--- src/rtl/phase_sequencer_if.sv ---
// Control/actuator bundle of the N-phase sequencer: the control-register
// block drives the master side, the sequencer sits on the slave side.
interface phase_sequencer_if #(
  parameter int NUM_PHASES = 3,
  parameter int DUR_W      = 8,
  parameter int OUT_W      = 2,
  parameter int CNT_W      = 8
);
  localparam int IDX_W = $clog2(NUM_PHASES);

  logic                        enable;
  logic                        continuous;
  logic                        pause;
  logic                        abort;
  logic [NUM_PHASES*DUR_W-1:0] durations;
  logic [NUM_PHASES*OUT_W-1:0] phase_masks;
  logic [OUT_W-1:0]            actuators;
  logic [IDX_W-1:0]            phase_idx;
  logic                        busy;
  logic                        done;
  logic                        cycle_done;
  logic [CNT_W-1:0]            cycle_count;

  modport master (
    output enable, continuous, pause, abort, durations, phase_masks,
    input  actuators, phase_idx, busy, done, cycle_done, cycle_count
  );

  modport slave (
    input  enable, continuous, pause, abort, durations, phase_masks,
    output actuators, phase_idx, busy, done, cycle_done, cycle_count
  );
endinterface

--- src/rtl/phase_sequencer.sv ---
// N-phase timed actuator sequencer: per-phase durations and actuator masks,
// zero-duration skip, repeat mode, pause and abort; Moore outputs.
module phase_sequencer #(
  parameter int NUM_PHASES = 3,
  parameter int DUR_W      = 8,
  parameter int OUT_W      = 2,
  parameter int CNT_W      = 8
) (
  input  logic               clk,
  input  logic               reset_n,
  phase_sequencer_if.slave   bus
);
  localparam int IDX_W = $clog2(NUM_PHASES);

  typedef enum logic [1:0] {ST_IDLE, ST_RUN, ST_PAUSED, ST_END} state_t;

  state_t           state, state_n;
  logic [DUR_W-1:0] cnt, cnt_n;
  logic [IDX_W-1:0] idx, idx_n;
  logic [CNT_W-1:0] ccount, ccount_n;
  logic             cdone, cdone_n;
  logic [DUR_W-1:0] lat_dur   [NUM_PHASES];
  logic [DUR_W-1:0] lat_dur_n [NUM_PHASES];
  logic [OUT_W-1:0] lat_msk   [NUM_PHASES];
  logic [OUT_W-1:0] lat_msk_n [NUM_PHASES];

  logic             start_found, next_found;
  logic [IDX_W-1:0] start_idx, next_idx;
  logic [DUR_W-1:0] cur_dur;

  // First nonzero phase of the live inputs (used at start and on wrap) and
  // next nonzero phase after idx within the latched set.
  always_comb begin
    start_found = 1'b0;
    start_idx   = '0;
    next_found  = 1'b0;
    next_idx    = '0;
    for (int unsigned i = 0; i < NUM_PHASES; i++) begin
      if (!start_found && bus.durations[i*DUR_W +: DUR_W] != '0) begin
        start_found = 1'b1;
        start_idx   = IDX_W'(i);
      end
      if (!next_found && i > 32'(idx) && lat_dur[i] != '0) begin
        next_found = 1'b1;
        next_idx   = IDX_W'(i);
      end
    end
    cur_dur = lat_dur[idx];
  end

  always_comb begin
    state_n   = state;
    cnt_n     = cnt;
    idx_n     = idx;
    ccount_n  = ccount;
    cdone_n   = 1'b0;
    lat_dur_n = lat_dur;
    lat_msk_n = lat_msk;

    case (state)
      ST_IDLE: begin
        if (!bus.abort && bus.enable) begin
          for (int unsigned i = 0; i < NUM_PHASES; i++) begin
            lat_dur_n[i] = bus.durations[i*DUR_W +: DUR_W];
            lat_msk_n[i] = bus.phase_masks[i*OUT_W +: OUT_W];
          end
          cnt_n    = '0;
          ccount_n = '0;
          if (start_found) begin
            state_n = ST_RUN;
            idx_n   = start_idx;
          end else begin
            state_n = ST_END;
            idx_n   = '0;
          end
        end
      end

      ST_RUN: begin
        if (bus.abort) begin
          state_n = ST_IDLE;
          cnt_n   = '0;
          idx_n   = '0;
        end else if (bus.pause) begin
          state_n = ST_PAUSED;
        end else if (cnt == cur_dur - DUR_W'(1)) begin
          cnt_n = '0;
          if (next_found) begin
            idx_n = next_idx;
          end else begin
            // End of pass: count it, then wrap with fresh settings or stop.
            cdone_n  = 1'b1;
            ccount_n = (ccount == '1) ? ccount : ccount + CNT_W'(1);
            idx_n    = '0;
            state_n  = ST_END;
            if (bus.continuous) begin
              for (int unsigned i = 0; i < NUM_PHASES; i++) begin
                lat_dur_n[i] = bus.durations[i*DUR_W +: DUR_W];
                lat_msk_n[i] = bus.phase_masks[i*OUT_W +: OUT_W];
              end
              if (start_found) begin
                state_n = ST_RUN;
                idx_n   = start_idx;
              end
            end
          end
        end else begin
          cnt_n = cnt + DUR_W'(1);
        end
      end

      ST_PAUSED: begin
        if (bus.abort) begin
          state_n = ST_IDLE;
          cnt_n   = '0;
          idx_n   = '0;
        end else if (!bus.pause) begin
          state_n = ST_RUN;
        end
      end

      ST_END: begin
        if (bus.abort || !bus.enable) begin
          state_n = ST_IDLE;
          cnt_n   = '0;
          idx_n   = '0;
        end
      end

      default: state_n = ST_IDLE;
    endcase
  end

  always_ff @(posedge clk) begin
    if (!reset_n) begin
      state   <= ST_IDLE;
      cnt     <= '0;
      idx     <= '0;
      ccount  <= '0;
      cdone   <= 1'b0;
      lat_dur <= '{default: '0};
      lat_msk <= '{default: '0};
    end else begin
      state   <= state_n;
      cnt     <= cnt_n;
      idx     <= idx_n;
      ccount  <= ccount_n;
      cdone   <= cdone_n;
      lat_dur <= lat_dur_n;
      lat_msk <= lat_msk_n;
    end
  end

  always_comb begin
    bus.actuators   = (state == ST_RUN) ? lat_msk[idx] : '0;
    bus.phase_idx   = (state == ST_RUN || state == ST_PAUSED) ? idx : '0;
    bus.busy        = (state == ST_RUN || state == ST_PAUSED);
    bus.done        = (state == ST_END);
    bus.cycle_done  = cdone;
    bus.cycle_count = ccount;
  end
endmodule

--- src/flat_wrapper.sv ---
// flat-port wrapper written by rule: the top's interface ports become plain ports
module phase_sequencer_flat 
#(
  parameter int NUM_PHASES = 3,
  parameter int DUR_W      = 8,
  parameter int OUT_W      = 2,
  parameter int CNT_W      = 8
)
  (clk, reset_n, bus_enable, bus_continuous, bus_pause, bus_abort, bus_durations, bus_phase_masks, bus_actuators, bus_phase_idx, bus_busy, bus_done, bus_cycle_done, bus_cycle_count);
  phase_sequencer_if #(.NUM_PHASES(NUM_PHASES), .DUR_W(DUR_W), .OUT_W(OUT_W), .CNT_W(CNT_W)) bus_i ();
  input  logic clk;
  input  logic reset_n;
  input wire logic [$bits(bus_i.enable)-1:0] bus_enable;
  input wire logic [$bits(bus_i.continuous)-1:0] bus_continuous;
  input wire logic [$bits(bus_i.pause)-1:0] bus_pause;
  input wire logic [$bits(bus_i.abort)-1:0] bus_abort;
  input wire logic [$bits(bus_i.durations)-1:0] bus_durations;
  input wire logic [$bits(bus_i.phase_masks)-1:0] bus_phase_masks;
  output wire logic [$bits(bus_i.actuators)-1:0] bus_actuators;
  output wire logic [$bits(bus_i.phase_idx)-1:0] bus_phase_idx;
  output wire logic [$bits(bus_i.busy)-1:0] bus_busy;
  output wire logic [$bits(bus_i.done)-1:0] bus_done;
  output wire logic [$bits(bus_i.cycle_done)-1:0] bus_cycle_done;
  output wire logic [$bits(bus_i.cycle_count)-1:0] bus_cycle_count;
  assign bus_i.enable = bus_enable;
  assign bus_i.continuous = bus_continuous;
  assign bus_i.pause = bus_pause;
  assign bus_i.abort = bus_abort;
  assign bus_i.durations = bus_durations;
  assign bus_i.phase_masks = bus_phase_masks;
  assign bus_actuators = bus_i.actuators;
  assign bus_phase_idx = bus_i.phase_idx;
  assign bus_busy = bus_i.busy;
  assign bus_done = bus_i.done;
  assign bus_cycle_done = bus_i.cycle_done;
  assign bus_cycle_count = bus_i.cycle_count;
  phase_sequencer #(.NUM_PHASES(NUM_PHASES), .DUR_W(DUR_W), .OUT_W(OUT_W), .CNT_W(CNT_W)) u_core (.clk(clk), .reset_n(reset_n), .bus(bus_i));
endmodule
--- config.mk ---
export PLATFORM = sky130hd
export DESIGN_NAME = phase_sequencer_flat
export DESIGN_NICKNAME = d
export VERILOG_FILES = /design/src/rtl/phase_sequencer_if.sv /design/src/rtl/phase_sequencer.sv /design/src/flat_wrapper.sv
export SDC_FILE = /design/constraint.sdc
export NUM_CORES = 1
export LEC_CHECK = 0
export CAP_MARGIN = 10
export CORE_UTILIZATION = 58
export DETAILED_ROUTE_END_ITERATION = 16
export HOLD_SLACK_MARGIN = 0.05
export PLACE_DENSITY = 0.86
export SLEW_MARGIN = 0
export SYNTH_ARGS = -nofsm -noshare
export SYNTH_HDL_FRONTEND = slang
export SYNTH_SLANG_ARGS = --single-unit
--- constraint.sdc ---
create_clock -name clk -period 8.3 [get_ports clk]
set_input_delay 1.66 -clock clk [delete_from_list [all_inputs] [get_ports clk]]
set_output_delay 1.66 -clock clk [all_outputs]
set_load 0.01 [all_outputs]
# Word level (Yosys, flattened, before mapping)
# Cells that the tools add are included.
# op_classes
addsub	3
n_lt_le_gt_ge	3
n_eq_ne	19
mux	65
bitwise_logic	4
n_reduce_logical	26
# op_table
operator	count
24-bit two-way mux	6
8-bit two-way mux	13
2-bit two-way mux	24
24-bit one-hot mux with 2 select lines	1
8-bit nonzero test	5
6-bit two-way mux	6
8-bit one-hot mux with 4 select lines	1
8-bit by 1-bit adder with 8-bit output (second input constant)	2
8-bit binary-select mux with 2-bit select	1
2-bit one-hot mux with 4 select lines	2
8-bit one-hot mux with 2 select lines	1
7-bit AND reduction	2
2-bit != test (second input constant)	6
6-bit one-hot mux with 2 select lines	1
5-bit AND reduction	2
8-bit == test	1
8-bit == test (second input constant)	1
1-bit two-way mux	8
8-bit by 1-bit subtractor with 8-bit output (second input constant)	1
1-bit logical AND	6
2-bit by 1-bit != test with 1-bit output (second input constant)	3
3-bit != test (second input constant)	2
1-bit zero test	5
5-bit OR reduction	1
other kinds (15)	19
# word_totals
regBits	51
input_bits	36
out_inout_bits	15
elab_cells	131

# Depth between registers and ports, before layout
# logic_depth
ltp_word	15
depth_mapped	14

# Worst setup path before layout
# No wires, ideal clock.
# synth_timing
path_type	input to register
startpoint	input port bus_abort
endpoint	register u_core.ccount[7] (netlist: u_core.bus.cycle_count[7])
setup_time_ns	0.072
t_arrival_ns	3.138
required_ns	8.228
path_slack_ns	5.090
path_stages	8
path_buffers	1
cell_sequence	nand2b_1 > nor2_1 > a31oi_1 > or2_1 > clkbuf_1 > or3_1 > or3_1 > a21oi_1
# synth_between
elab_chain_len	4
elab_cells_between_ends	5
cone_classes	2 x eq/ne; 3 x reduce/logical
# synth_lines
element	line	rtl
from (decl)	flat_wrapper.sv:16	input wire logic [$bits(bus_i.abort)-1:0] bus_abort;
1-bit zero test	phase_sequencer.sv:62	if (!bus.abort && bus.enable) begin
1-bit logical AND	phase_sequencer.sv:62	
2-bit by 1-bit != test with 1-bit output (no source line)	n/a	
7-bit AND reduction (no source line) *	n/a	
to (signal assigned)	phase_sequencer.sv:147	ccount <= ccount_n;
to (decl)	phase_sequencer.sv:20	logic [CNT_W-1:0] ccount, ccount_n;
# Mark *: on every way between the ends. The rest lies on a longest branch, timed or not.
# A chain may end at the register's enable or synchronous reset.

# Worst setup path after layout
# layout_timing
startpoint	register u_core.idx[1]
endpoint	register u_core.lat_dur[7] in the netlist's numbering
# layout_between
elab_chain_len	9
elab_cells_between_ends	17
cone_classes	1 x add/sub; 2 x order compare; 3 x eq/ne; 5 x mux; 1 x bitwise; 5 x reduce/logical
# layout_lines
element	line	rtl
from (decl)	phase_sequencer.sv:19	logic [IDX_W-1:0] idx, idx_n;
from (signal assigned)	phase_sequencer.sv:146	idx <= idx_n;
parallel branches: the longest is 8 deep, another holds 8-bit by 1-bit subtractor with 8-bit output	n/a	
7-bit AND reduction (no source line) *	n/a	
to (signal assigned)	phase_sequencer.sv:149	lat_dur <= lat_dur_n;
to (decl)	phase_sequencer.sv:22	logic [DUR_W-1:0] lat_dur [NUM_PHASES];
# Every way passes the cells marked *. The select of a mux whose other input is x is not followed.

==> run_results.csv <==
group,metric,value,unit
placement,gp_congestion,0.8846,
floorplanning,rows,26,
sta,skew,0.004398,ns
global_routing,grt_usage,28.33,%
floorplanning,core_area,5140,um2
cells_and_area,most-common-layout-cells,"80 x nand2_1, 51 x dfxtp_1, 49 x clkdlybuf4s50_1, 40 x mux2i_1, 23 x nor2_1",
floorplanning,die_h,75.43,um
synthesis,synth_nets,426,
sta,maxSlewHeadroom,33.05,%
placement,pre_cts_ws,4.246,ns
sta,setup_viol_count_final,0,
setup_path,worst-path-max-fanout,30,
setup_path,cpMaxStageDelayCell,"dfxtp_1",
sta,slew_viol_final,0,
cells_and_area,final_cells,493,
global_routing,grt_pass1_wl,12400,um
global_routing,grt_pass1_vias,2724,
min_path,hp-start,"u_core.lat_dur[18]",
placement,placed_cells,485,
power_and_ir_drop,vdd.ir_drop.worst,0.0001153,V
clock_tree,htree_levels,2,
drt,dr.pass1.iters,5,
synthesis,avgSynthCellArea,8.185,um2
sta,post-route-period-util,50.47,%
status,status,"finished clean",
min_path,min_to,"u_core.lat_dur[18]",
setup_path,r2r_start,"u_core.idx[1]",
clock_tree,cts_tree,"built",
min_path,min_path_cells,2,
cells_and_area,drive_above_1_share,5.910,%
sta,worst_slew_pin_slew,1.003,ns
sta,whs,0.4631,ns
cells_and_area,final.fill_count,423,
drt,drtIter0Drc,242,
floorplanning,io_pins,51,
drt,viasPerCell,6.041,
sta,fin_ws,4.111,ns
sta,hold_viol,0,
global_routing,grt-busiest-layer,"met2",
cells_and_area,fin_util,72.59,%
sta,fin_tns_setup,0,ns
synthesis,synth-main-ff-cell,"dfxtp_1",
synthesis,ys_warn_count,0,
cells_and_area,nNetsFinal,466,
clock_tree,cts_buffers,5,
cells_and_area,area_growth,19.33,%
synthesis,ys_ff_latch,51,
cells_and_area,diodes,0,
synthesis,netlist_area,3127,um2
drt,wirelength,7478,um
synthesis,synth_cells,382,
placement,dp_hpwl,5519,um
setup_path,rrSetupSlack,4.11,ns
setup_path,cp_data_arrival_time,4.42,ns
clock_tree,root_buffer,"clkbuf_8",
setup_path,worstPathRequired,8.53,ns
drt,drc,0,
setup_path,cpMostUsedCell,"mux2i_1",
drt,drtAntennaViolNets,0,
clock_tree,ctsHoldBuffers,0,
setup_path,ff2ff_path_depth,12,
floorplanning,die_w,75.43,um
setup_path,crit_chain,"mux2i_1 > o22ai_1 > inv_1 > ha_1 > xor2_1 > xnor2_1 > a32oi_1 > nor4_4 > a31oi_1 > nor3_2 > buf_4 > mux2i_1",
setup_path,critPathCaptureType,"flip-flop",
power_and_ir_drop,p_leak,1.320,nW
synthesis,async_reset_ff_share,0,%
floorplanning,initial_utilization,60.83,%
setup_path,crit_type,"flip-flop to flip-flop",
clock_tree,cts_sinks,51,
min_path,hold_path_class,"flip-flop to flip-flop",
global_routing,use_met1,36.41,%
drt,wl_per_cell,15.17,um
clock_tree,clk_latency,0.30,ns
global_routing,use_met2,47.62,%
clock_tree,path_clk_slew,0.09,ns
global_routing,overflow,0,
global_routing,grt_antenna_before_repair,0,
setup_path,max_stage_delay,0.98,ns
setup_path,cp-startpoint,"u_core.idx[1]",
cells_and_area,final_common_cell,"nand2_1",
global_routing,grtUsageMet3,4.497,%
floorplanning,dieArea,5689,um2
job,drv_cap,0,
sta,rsz0062_at_grt,"false",
sta,finalCriticalPeriod,4.189,ns
placement,port_buffers,50,
drt,vias,2978,
power_and_ir_drop,power_density,200.8,nW/um2
clock_tree,cts_buffer_depth,2,
sta,fmax,238.7,MHz
clock_tree,post-cts-setup-buffer-count,0,
synthesis,synth_edf_count,0,
synthesis,synth_cell_type_count,57,
global_routing,grt_max_degree,71,
clock_tree,cts_resized,0,
synthesis,synth_seq_area_share,32.65,%
setup_path,reg2reg_to,"u_core.lat_dur[7]",
setup_path,cp-start-kind,"flip-flop",
[metal layers]
| metal | vias up | part of all wire, % |
|---|---|---|
| li1 | 1451 | - |
| met2 | 123 | 48 |
| met4 | 0 | 3.2 |
| met5 | - | 0 |
| met3 | 27 | 5.1 |
| met1 | 1377 | 44 |
[power by group]
group	switching [mW]	internal [mW]
registers	0.0291	0.271
clock network	0.0827	0.0977
logic	0.151	0.118
[synthesized netlist by cell type, types with 2 or more instances]
library cell / number / area [um2]
o221ai_1: 2 / 17.52
xnor2_1: 7 / 61.31
a32oi_1: 3 / 26.28
nor4_1: 8 / 50.05
inv_1: 13 / 48.80
nand3b_1: 3 / 22.52
nand3_1: 7 / 35.03
o21ai_0: 6 / 30.03
nor2_1: 23 / 86.33
nor3_1: 5 / 25.02
ha_1: 8 / 100.1
nand2_1: 80 / 300.3
o21ai_1: 2 / 10.01
a31o_2: 2 / 17.52
a41oi_1: 2 / 17.52
o22a_1: 2 / 17.52
a21oi_1: 17 / 85.08
or2_1: 2 / 12.51
buf_4: 4 / 30.03
o21ai_2: 2 / 17.52
o21a_1: 2 / 15.01
buf_6: 2 / 22.52
nand2b_1: 5 / 31.28
o22ai_1: 4 / 25.02
or3_1: 7 / 43.79
xor2_1: 5 / 43.79
nor2b_1: 2 / 12.51
dfxtp_1: 51 / 1021
a31oi_1: 4 / 25.02
or4_1: 8 / 60.06
buf_2: 3 / 15.01
and2_1: 5 / 31.28
mux2i_1: 40 / 400.4
o211ai_1: 3 / 22.52
nand4_1: 8 / 50.05
and3_1: 3 / 18.77
o31ai_1: 4 / 30.03
clkbuf_1: 9 / 33.78
[stage by stage]
step / cell area, um2 / total power [mW]
after floorplan: 3127 / 0.5047
after global placement: 3613 / 0.5560
after detailed placement: 3613 / 0.5664
after CTS: 3731 / 0.7467
after global routing: 3731 / 0.7870
final: 3731 / 0.7493
[worst max-delay path by stage]
stage	end	depth (start not counted)
after global routing	u_core.lat_dur[19]	12
after detailed placement	u_core.lat_dur[5]	12
final	u_core.lat_dur[7]	12
after CTS	u_core.lat_dur[5]	12
after floorplan	u_core.bus.cycle_count[7]	8
after global placement	u_core.lat_dur[14]	12
[registers in the layout, summed over array words and instances (netlist names)]
| name | cells |
|---|---|
| u_core.cnt | 8 |
| u_core.bus.cycle_count | 8 |
| u_core.bus.cycle_done | 1 |
| u_core.lat_dur | 24 |
| u_core.lat_msk | 6 |
| u_core.state | 2 |
| u_core.idx | 2 |
[cell type report]
type                            count  area, um2  share of cell area, %
Clock buffer                        6      82.58                  2.213
Clock inverter                      2      35.03                 0.9390
Inverter                           13      48.80                  1.308
Multi-Input combinational cell    299       1946                  52.15
Sequential cell                    51       1021                  27.36
Tap cell                           70      87.58                  2.347
Timing Repair Buffer               52      510.5                  13.68
[critical path, delay by kind of cell (launching register included)]
family	cells	cell delay, ns
XOR/XNOR	2	0.34
buffers and inverters	2	0.61
AND/OR/NAND/NOR	2	0.64
flip-flops	1	0.98
AO/OA/AOI/OAI	3	0.82
adder cells (fa/ha/maj)	1	0.29
multiplexers	2	0.42
[logic make-up after synthesis]
logic type | after synthesis | synth area share (%)
flops | 51 | 32.65
simple gates | 172 | 27.05
mux | 41 | 13.53
fa+ha+maj | 8 | 3.201
compound gates | 66 | 14.93
buf+inv | 32 | 5.282
xor+xnor | 12 | 3.361
(Power assumes the default switching activity.)
